**config.mk**
```make
export PLATFORM = sky130hd
export DESIGN_NAME = cpu_joypad_port
export DESIGN_NICKNAME = d
export VERILOG_FILES = /design/src/rtl/cpu_joypad_port_pkg.sv /design/src/rtl/cpu_joypad_port_shifter.sv /design/src/rtl/cpu_joypad_port.sv
export SDC_FILE = /design/constraint.sdc
export NUM_CORES = 1
export LEC_CHECK = 0
export ABC_AREA = 0
export CAP_MARGIN = 20
export CORE_MARGIN = 2
export CORE_UTILIZATION = 45
export CTS_CLUSTER_SIZE = 24
export DETAILED_ROUTE_END_ITERATION = 8
export PLACE_DENSITY = 0.84
export RECOVER_POWER = 100
export REMOVE_ABC_BUFFERS = 1
export SYNTH_ARGS = -nofsm -noshare
export SYNTH_HDL_FRONTEND = slang
export SYNTH_SLANG_ARGS = --single-unit
```
**constraint.sdc**
```tcl
create_clock -name clk -period 6.6 [get_ports clk]
set_input_delay 1.98 -clock clk [delete_from_list [all_inputs] [get_ports clk]]
set_output_delay 1.98 -clock clk [all_outputs]
set_load 0.01 [all_outputs]
```
**src/rtl/cpu_joypad_port_pkg.sv**
```systemverilog
// Shared types and constants for the NES controller port responder ($4016/$4017).
package cpu_joypad_port_pkg;

    typedef logic [7:0] data_logic_t;

    localparam logic [15:0] JOY_ADDR_P1     = 16'h4016;
    localparam logic [15:0] JOY_ADDR_P2     = 16'h4017;
    localparam data_logic_t JOY_OPEN_BUS    = 8'h40;
    localparam int          JOY_SYNC_STAGES = 2;

    localparam int                   JOY_COUNT_W   = 4;
    localparam logic [JOY_COUNT_W-1:0] JOY_COUNT_MAX = 4'd8;

    // First member lands in the MSB, so A ends up at bit 0 as on the wire.
    typedef struct packed {
        logic right;
        logic left;
        logic down;
        logic up;
        logic start;
        logic select;
        logic b;
        logic a;
    } joy_buttons_t;

    function automatic logic [JOY_COUNT_W-1:0] joy_count_inc(input logic [JOY_COUNT_W-1:0] count);
        return (count >= JOY_COUNT_MAX) ? JOY_COUNT_MAX : count + JOY_COUNT_W'(1);
    endfunction

endpackage

```
**src/rtl/cpu_joypad_port_shifter.sv**
```systemverilog
// One controller port: button synchroniser, serial shift register, read counter
// and access-start detection so a held read strobe shifts only once.
module cpu_joypad_port_shifter
    import cpu_joypad_port_pkg::*;
#(
    parameter int SYNC_STAGES = JOY_SYNC_STAGES
) (
    input  logic         clk,
    input  logic         reset,
    input  joy_buttons_t buttons,
    input  logic         strobe,
    input  logic         sel,
    output logic         serial_bit
);

    joy_buttons_t           sync_q [SYNC_STAGES];
    joy_buttons_t           synced;
    data_logic_t            shift_q;
    logic [JOY_COUNT_W-1:0] count_q;
    logic                   prev_sel_q;
    logic                   access_start;

    always_ff @(posedge clk) begin
        if (reset) begin
            for (int i = 0; i < SYNC_STAGES; i++) begin
                sync_q[i] <= '0;
            end
        end else begin
            sync_q[0] <= buttons;
            for (int i = 1; i < SYNC_STAGES; i++) begin
                sync_q[i] <= sync_q[i-1];
            end
        end
    end

    assign synced       = sync_q[SYNC_STAGES-1];
    assign access_start = sel & ~prev_sel_q;

    // While strobe is high the register follows the pads; the load on the last
    // strobe-high cycle is the snapshot that later reads walk through.
    always_ff @(posedge clk) begin
        if (reset) begin
            shift_q    <= '0;
            count_q    <= '0;
            prev_sel_q <= 1'b0;
        end else begin
            prev_sel_q <= sel;
            if (strobe) begin
                shift_q <= synced;
                count_q <= '0;
            end else if (access_start) begin
                shift_q <= {1'b1, shift_q[7:1]};
                count_q <= joy_count_inc(count_q);
            end
        end
    end

    always_comb begin
        serial_bit = 1'b1;
        if (strobe) begin
            serial_bit = synced.a;
        end else if (count_q < JOY_COUNT_MAX) begin
            serial_bit = shift_q[0];
        end
    end

endmodule

```
**src/rtl/cpu_joypad_port.sv**
```systemverilog
// CPU-bus responder for both controller ports: address decode, strobe register,
// read data mux. A write in the same cycle as a read wins and suppresses the read.
module cpu_joypad_port
    import cpu_joypad_port_pkg::*;
#(
    parameter logic [15:0] ADDR_P1     = JOY_ADDR_P1,
    parameter logic [15:0] ADDR_P2     = JOY_ADDR_P2,
    parameter data_logic_t OPEN_BUS    = JOY_OPEN_BUS,
    parameter int          SYNC_STAGES = JOY_SYNC_STAGES
) (
    input  logic         clk,
    input  logic         reset,
    input  logic [15:0]  addr,
    input  data_logic_t  data_in,
    input  logic         bus_we,
    input  logic         bus_oe,
    output data_logic_t  data_out,
    output logic         data_oe,
    input  joy_buttons_t pad1_buttons,
    input  joy_buttons_t pad2_buttons
);

    logic hit_p1;
    logic hit_p2;
    logic rd_p1;
    logic rd_p2;
    logic strobe_q;
    logic bit_p1;
    logic bit_p2;
    logic unused_data_bits;

    assign hit_p1 = (addr == ADDR_P1);
    assign hit_p2 = (addr == ADDR_P2);
    assign rd_p1  = bus_oe & ~bus_we & ~reset & hit_p1;
    assign rd_p2  = bus_oe & ~bus_we & ~reset & hit_p2;

    // Only bit 0 of a $4016 write is meaningful; $4017 writes belong to the APU.
    assign unused_data_bits = ^data_in[7:1];

    always_ff @(posedge clk) begin
        if (reset) begin
            strobe_q <= 1'b0;
        end else if (bus_we & hit_p1) begin
            strobe_q <= data_in[0];
        end
    end

    cpu_joypad_port_shifter #(.SYNC_STAGES(SYNC_STAGES)) u_pad1 (
        .clk        (clk),
        .reset      (reset),
        .buttons    (pad1_buttons),
        .strobe     (strobe_q),
        .sel        (rd_p1),
        .serial_bit (bit_p1)
    );

    cpu_joypad_port_shifter #(.SYNC_STAGES(SYNC_STAGES)) u_pad2 (
        .clk        (clk),
        .reset      (reset),
        .buttons    (pad2_buttons),
        .strobe     (strobe_q),
        .sel        (rd_p2),
        .serial_bit (bit_p2)
    );

    always_comb begin
        data_out = '0;
        data_oe  = 1'b0;
        if (rd_p1) begin
            data_out = {OPEN_BUS[7:1], bit_p1};
            data_oe  = 1'b1;
        end else if (rd_p2) begin
            data_out = {OPEN_BUS[7:1], bit_p2};
            data_oe  = 1'b1;
        end
    end

endmodule
```
==> impl_metrics.py, run 1 <==
metrics = {
    "run_status": {
        "status": "complete, but fails checks",
        "violations": "max-capacitance violations, max-slew violations",
    },
    "sta": {
        "worst_pin_slew_ps": 1960,
        "slew_headroom": -0.308,
        "min_period_ps": 6020,
        "finalClockSkew_ps": 6.83,
        "rsz0062_at_grt": "false",
        "finalCritPeriodShare": 0.913,
        "tns_ps": 0,
        "final-hold-violation-count": 0,
        "setup_ws_ps": 576,
        "drv_slew": 51,
        "max_freq_mhz": 166,
        "finalSetupViolations": 0,
    },
    "global_routing": {
        "use_met3": 0.0640,
        "overflow": 0,
        "grt_first_pass_wirelength_um": 7280,
        "grt_pass1_vias": 1721,
        "top_usage_layer": "met2",
        "grt_max_degree": 51,
        "grt_antenna_before_repair": 0,
        "grt_use_met2": 0.256,
        "gr-usage-met1": 0.178,
        "track_usage": 0.156,
    },
    "setup_path": {
        "cp-start-kind": "primary input",
        "path_cells": "dlygate4sd3_1, nor4bb_1, and4_1, nand2b_1, a21oi_1, dlygate4sd3_1",
        "r2r-start": "u_pad2.prev_sel_q$_SDFF_PP0_",
        "worst-path-buf-inv": 2,
        "arrival_ps": 4040,
        "cp-end-kind": "primary output",
        "slowest_stage": "dlygate4sd3_1",
        "crit_path_max_incr_delay_ps": 620,
        "timing.rr.end": "u_pad2.shift_q[6]$_SDFFE_PP0P_",
        "critical_path_class": "primary input to primary output",
        "path_max_fanout": 3,
        "worstRegToRegCells": 4,
        "reg2reg_slack_ps": 5010,
        "cpLargestDelayFamily": "buffers and inverters",
        "path_common_cell": "dlygate4sd3_1",
        "cp.depth": 6,
        "required_ps": 4620,
    },
    "routing": {
        "wl_per_cell_um": 11.9,
        "routed_via_density": 5.07,
        "remaining_drc_errors": 0,
        "wl_um": 4150,
        "drt-pass1-iter-count": 4,
        "dr.first_iter.drc_count": 132,
        "vias": 1774,
        "ant_nets": 0,
    },
    "layout": {
        "area_delta_synth_final_pct": 23.2,
        "n_antenna_cell": 0,
        "nNetsFinal": 327,
        "drive_gt1_frac": 0.0679,
    },
    "synth": {
        "ys_warn_count": 0,
        "syn_area_mm2": 0.00235,
        "yosysMostFrequentCell": "dfxtp_1",
        "yosysSeqAreaShare": 0.503,
        "synthTopCellsByArea": "dfxtp_1 (50%), nor2b_1 (12%), a2111oi_2 (5.1%)",
        "yosysTopAreaCellShare": 0.503,
        "ys.flop_type": "dfxtp_1",
        "synth_top_cell_by_area": "dfxtp_1",
        "synth_edf_count": 0,
        "synth_common_cells": "dfxtp_1 (59), nor2b_1 (45), nor2_1 (21)",
        "synth.distinct_cells": 35,
        "avgSynthCellArea_um2": 9.78,
        "async_reset_ff_frac": 0,
        "synth_seq_cells": 59,
        "synthCells": 240,
    },
    "clock_tree": {
        "clkTransAtPathRegs_ps": 60,
        "post_cts_resized": 0,
        "cts_made_buffers": 9,
        "cts_tree": "done",
        "postCtsSetupBuffers": 0,
        "htreeDepth": 3,
        "holdBufCountCts": 0,
        "cts_buffer_depth": 2,
        "root_buffer": "clkbuf_8",
        "clock_sink_count": 59,
        "clock_latency_ps": 320,
    },
    "worst_hold_path": {
        "hold_path_end": "u_pad2.sync_q[0][14]$_SDFF_PP0_",
        "hp-class": "flip-flop to flip-flop",
        "whs_path_depth": 1,
        "hold_start": "u_pad2.sync_q[0][6]$_SDFF_PP0_",
    },
    "placement": {
        "numPortBuffers": 39,
        "pre_cts_ws_ps": 700,
        "dp_hpwl_um": 2780,
        "gp_congestion": 0.789,
    },
    "floorplan": {
        "die_w_um": 76.2,
        "initial_core_util": 0.463,
        "coreArea_mm2": 0.00507,
        "die-area_mm2": 0.00581,
        "die_h_um": 76.2,
        "rows": 26,
        "ios": 53,
    },
    "flow_run": {
        "drv_cap": 1,
    },
    "power_and_ir_drop": {
        "peakVddDrop_v": 0.000154,
        "p_leak_uw": 0.00112,
        "power_density_mw_per_mm2": 233,
    },
}
[how the worst max path moves through the flow]
| stage | endpoint | from |
|---|---|---|
| global route | data_out[0] | addr[2] |
| detailed placement | data_out[0] | addr[2] |
| CTS | data_out[0] | addr[2] |
| floorplan | data_out[0] | addr[5] |
| finish | data_out[0] | addr[2] |
| global placement | data_out[0] | addr[2] |
[metal layers]
metal | share of wire | routed length, µm
met1 | 0.44 | 1840
met2 | 0.47 | 1930
met3 | 0.080 | 333
met4 | 0.011 | 44
met5 | 0 | 0
[stage by stage]
| step | cells | total power [µW] | instance area (µm²) | util | hold WS, ps |
|---|---|---|---|---|---|
| after detailed placement | 337 | 419 | 2760 | 0.544 | 423 |
| final | 350 | 675 | 2890 | 0.570 | 432 |
| after floorplan | 224 | 389 | 2260 | - | 414 |
| after global routing | 350 | 704 | 2890 | 0.570 | 453 |
| after global placement | 337 | 417 | 2760 | 0.544 | 417 |
| after CTS | 349 | 683 | 2920 | 0.574 | 436 |
[placed cells by master (no fill, tap or decap), types with 2 or more instances in the layout]
master,netlist,final
a21oi_1,6,6
inv_1,7,7
a221oi_1,2,2
a2111oi_2,8,3
ha_1,4,4
dlygate4sd3_1,0,4
nand2b_1,3,3
buf_4,7,2
a2111oi_0,0,10
nor3_1,3,3
clkdlybuf4s50_1,0,34
o21ai_0,8,8
nor2_1,21,21
nand2_1,2,4
nand3_1,3,3
nor3b_1,3,3
clkbuf_1,9,4
or3b_4,2,2
nand4b_1,3,3
a31oi_1,4,4
or3_1,2,2
nor4bb_1,2,2
and3_1,15,15
clkbuf_8,0,11
dfxtp_1,59,59
or4_1,2,2
conb_1,1,6
nor2b_1,45,45
[where the power goes]
| part | internal (µW) | switching, µW | total (µW) |
|---|---|---|---|
| Combinational | 26.2 | 14.6 | 40.9 |
| Sequential | 367 | 2.72 | 369 |
| Clock | 148 | 117 | 265 |
[state kept, by name, indices dropped and copies added (netlist names)]
| name | cells |
|---|---|
| u_pad1.shift_q | 8 |
| u_pad1.count_q | 4 |
| u_pad1.prev_sel_q | 1 |
| u_pad2.shift_q | 8 |
| u_pad2.count_q | 4 |
| u_pad1.sync_q | 16 |
| u_pad2.prev_sel_q | 1 |
| strobe_q | 1 |
| u_pad2.sync_q | 16 |
[cell families after synthesis]
logic type | Yosys count | synth area share
compound gates | 34 | 0.124
fa+ha+maj | 4 | 0.0213
buf+inv | 28 | 0.0576
flops | 59 | 0.503
simple gates | 114 | 0.292
other cells | 1 | 0.00160
[area by class of cell]
class	count	area, µm²
Clock buffer	12	155
Fill cell	460	2180
Inverter	7	26.3
Multi-Input combinational cell	158	1010
Sequential cell	59	1180
Tap cell	70	87.6
Timing Repair Buffer	44	434
Power figures use the tool's default switching activity.
==> run 2, diff against run 1 <==
--- a/config.mk
+++ b/config.mk
@@ -8,10 +8,10 @@
 export ABC_AREA = 0
 export CAP_MARGIN = 20
 export CORE_MARGIN = 2
-export CORE_UTILIZATION = 45
+export CORE_UTILIZATION = 40
 export CTS_CLUSTER_SIZE = 24
 export DETAILED_ROUTE_END_ITERATION = 8
-export PLACE_DENSITY = 0.84
+export PLACE_DENSITY = 0.77
 export RECOVER_POWER = 100
 export REMOVE_ABC_BUFFERS = 1
 export SYNTH_ARGS = -nofsm -noshare
==> run 2 against run 1 <==
Compared with the run above:
- utilization decreased by 5.6 points
- sequential power about the same
- highest routed layer unchanged
- worst setup slack improved by 24 ps
- largest power group unchanged
- clock skew decreased by 2.9 ps
- register-to-register slack got worse by 500 ps
- critical path depth unchanged
- routed wire length decreased by 0.24%
- fmax increased by 0.40%
- via count decreased by 1.7%
- the flow still finishes with violations (max-capacitance violations, max-slew violations)
- design area decreased by 0.95%
==> impl_metrics.py, run 2 (synthesized netlist as in run 1, its figures left out) <==
metrics = {
    "setup_path": {
        "required_ps": 4620,
        "arrival_ps": 4020,
        "cp-start-kind": "primary input",
        "path_max_fanout": 3,
        "worstRegToRegCells": 3,
        "critical_path_class": "primary input to primary output",
        "cp-end-kind": "primary output",
    },
    "layout": {
        "n_antenna_cell": 0,
        "nNetsFinal": 325,
        "reg_top3": "u_pad1.sync_q (16), u_pad2.sync_q (16)",
        "mostFrequentLayoutCell": "dfxtp_1",
        "final_cells": 352,
        "layout_common_cells": "dfxtp_1 (59), nor2b_1 (45), clkdlybuf4s50_1 (34), nor2_1 (21), and3_1 (15)",
        "area_delta_synth_final_pct": 22.0,
        "drive_gt1_frac": 0.0679,
        "fillerInstances": 529,
        "post-route-util": 0.514,
    },
    "power_and_ir_drop": {
        "peakVddDrop_v": 0.000127,
        "p_leak_uw": 0.00111,
        "power_uw": 682,
        "power_density_mw_per_mm2": 238,
    },
    "routing": {
        "ant_nets": 0,
        "remaining_drc_errors": 0,
        "vias": 1743,
        "dr.first_iter.drc_count": 62,
        "routed_via_density": 4.95,
        "wl_um": 4140,
        "wl_per_cell_um": 11.8,
        "drt-pass1-iter-count": 4,
    },
    "placement": {
        "numPortBuffers": 39,
        "dp_hpwl_um": 2750,
        "post-place-cells": 338,
        "gp_congestion": 0.782,
    },
    "global_routing": {
        "grt_antenna_before_repair": 0,
        "grt_pass1_vias": 1573,
        "track_usage": 0.136,
        "overflow": 0,
        "grt_max_degree": 51,
        "grt_first_pass_wirelength_um": 6770,
    },
    "clock_tree": {
        "clock_latency_ps": 320,
        "cts_tree": "done",
        "cts_made_buffers": 9,
        "htreeDepth": 3,
        "cts_buffer_depth": 2,
        "holdBufCountCts": 0,
        "clkTransAtPathRegs_ps": 60,
        "root_buffer": "clkbuf_8",
        "postCtsSetupBuffers": 0,
        "post_cts_resized": 0,
        "clock_sink_count": 59,
    },
    "sta": {
        "worst_pin_slew_ps": 1940,
        "drv_slew": 51,
        "timing.hold.ws_ps": 436,
        "tns_ps": 0,
        "rsz0062_at_grt": "false",
        "finalCritPeriodShare": 0.909,
        "max_freq_mhz": 167,
        "finalClockSkew_ps": 3.90,
        "min_period_ps": 6000,
        "slew_headroom": -0.296,
        "finalSetupViolations": 0,
        "final-hold-violation-count": 0,
    },
    "floorplan": {
        "initial_core_util": 0.421,
        "die-area_mm2": 0.00650,
        "die_h_um": 80.6,
        "coreArea_mm2": 0.00557,
        "ios": 53,
        "die_w_um": 80.6,
        "rows": 27,
    },
    "worst_hold_path": {
        "hp-class": "flip-flop to flip-flop",
        "whs_path_depth": 1,
    },
    "run_status": {
        "violations": "max-capacitance violations, max-slew violations",
        "status": "complete, but fails checks",
    },
    "flow_run": {
        "drv_cap": 1,
    },
}
## run 2: cell types whose count changed in the layout (fill, tap and decap cells not counted), sizes merged
cell	before	now
clkinv	0	3
buf	3	1
clkbuf	15	14
## run 2: worst paths after layout
| path | slack (ps) | end | start |
|---|---|---|---|
| worst max-delay path | 600 | data_out[0] | addr[2] |
| worst min-delay path | 440 | u_pad1.sync_q[0][12]$_SDFF_PP0_ | u_pad1.sync_q[0][4]$_SDFF_PP0_ |
| worst max register to register | 4510 | u_pad1.shift_q[0]$_SDFFE_PP0P_ | u_pad1.prev_sel_q$_SDFF_PP0_ |
| worst min register to register | 440 | u_pad1.sync_q[0][12]$_SDFF_PP0_ | u_pad1.sync_q[0][4]$_SDFF_PP0_ |
## run 2: power by group
part | switching, µW | internal [µW] | total [µW] | leakage (µW)
clock network | 121 | 150 | 272 | 0.0000908
logic | 14.5 | 26.0 | 40.5 | 0.000539
registers | 2.94 | 367 | 369 | 0.000482
## run 2: per-layer routing
| metal | share of wire | routed length [µm] | global-route usage |
|---|---|---|---|
| met4 | 0.0099 | 41 | 0.0712 |
| met2 | 0.45 | 1880 | 0.215 |
| met5 | 0 | 0 | 0 |
| met3 | 0.087 | 359 | 0.0573 |
| met1 | 0.45 | 1860 | 0.157 |
## run 2: metrics by stage
| step | area, µm² | worst slack, ps |
|---|---|---|
| 3_5_place_dp | 2760 | 732 |
| 2_1_floorplan | 2260 | 1430 |
| 6_report | 2860 | 600 |
| 5_1_grt | 2860 | 465 |
| 3_3_place_gp | 2760 | 788 |
| 4_1_cts | 2920 | 710 |
## run 2: area by class of cell
class                   count  area (µm²)  share of cell area
inverters                   7        26.3             0.00917
flip-flops and latches     59        1180               0.412
clock buffers              11         151              0.0529
clock inverters             3        15.0             0.00524
multi-input cells         158        1000               0.349
repair buffers             42         399               0.139
well taps                  72        90.1              0.0315
## run 2: worst max-delay path, stage by stage
cell           delay (ps)
dlygate4sd3_1         520
nor4bb_1              390
and4_1                270
nand2b_1              100
a21oi_1               130
dlygate4sd3_1         630
==> run 3, diff against run 2 <==
--- a/config.mk
+++ b/config.mk
@@ -9,6 +9,7 @@
 export CAP_MARGIN = 20
 export CORE_MARGIN = 2
 export CORE_UTILIZATION = 40
+export CTS_CLUSTER_DIAMETER = 200
 export CTS_CLUSTER_SIZE = 24
 export DETAILED_ROUTE_END_ITERATION = 8
 export PLACE_DENSITY = 0.77
==> results of run 3 <==
Same layout as run 2: the final DEF is identical, and so are final timing and power.
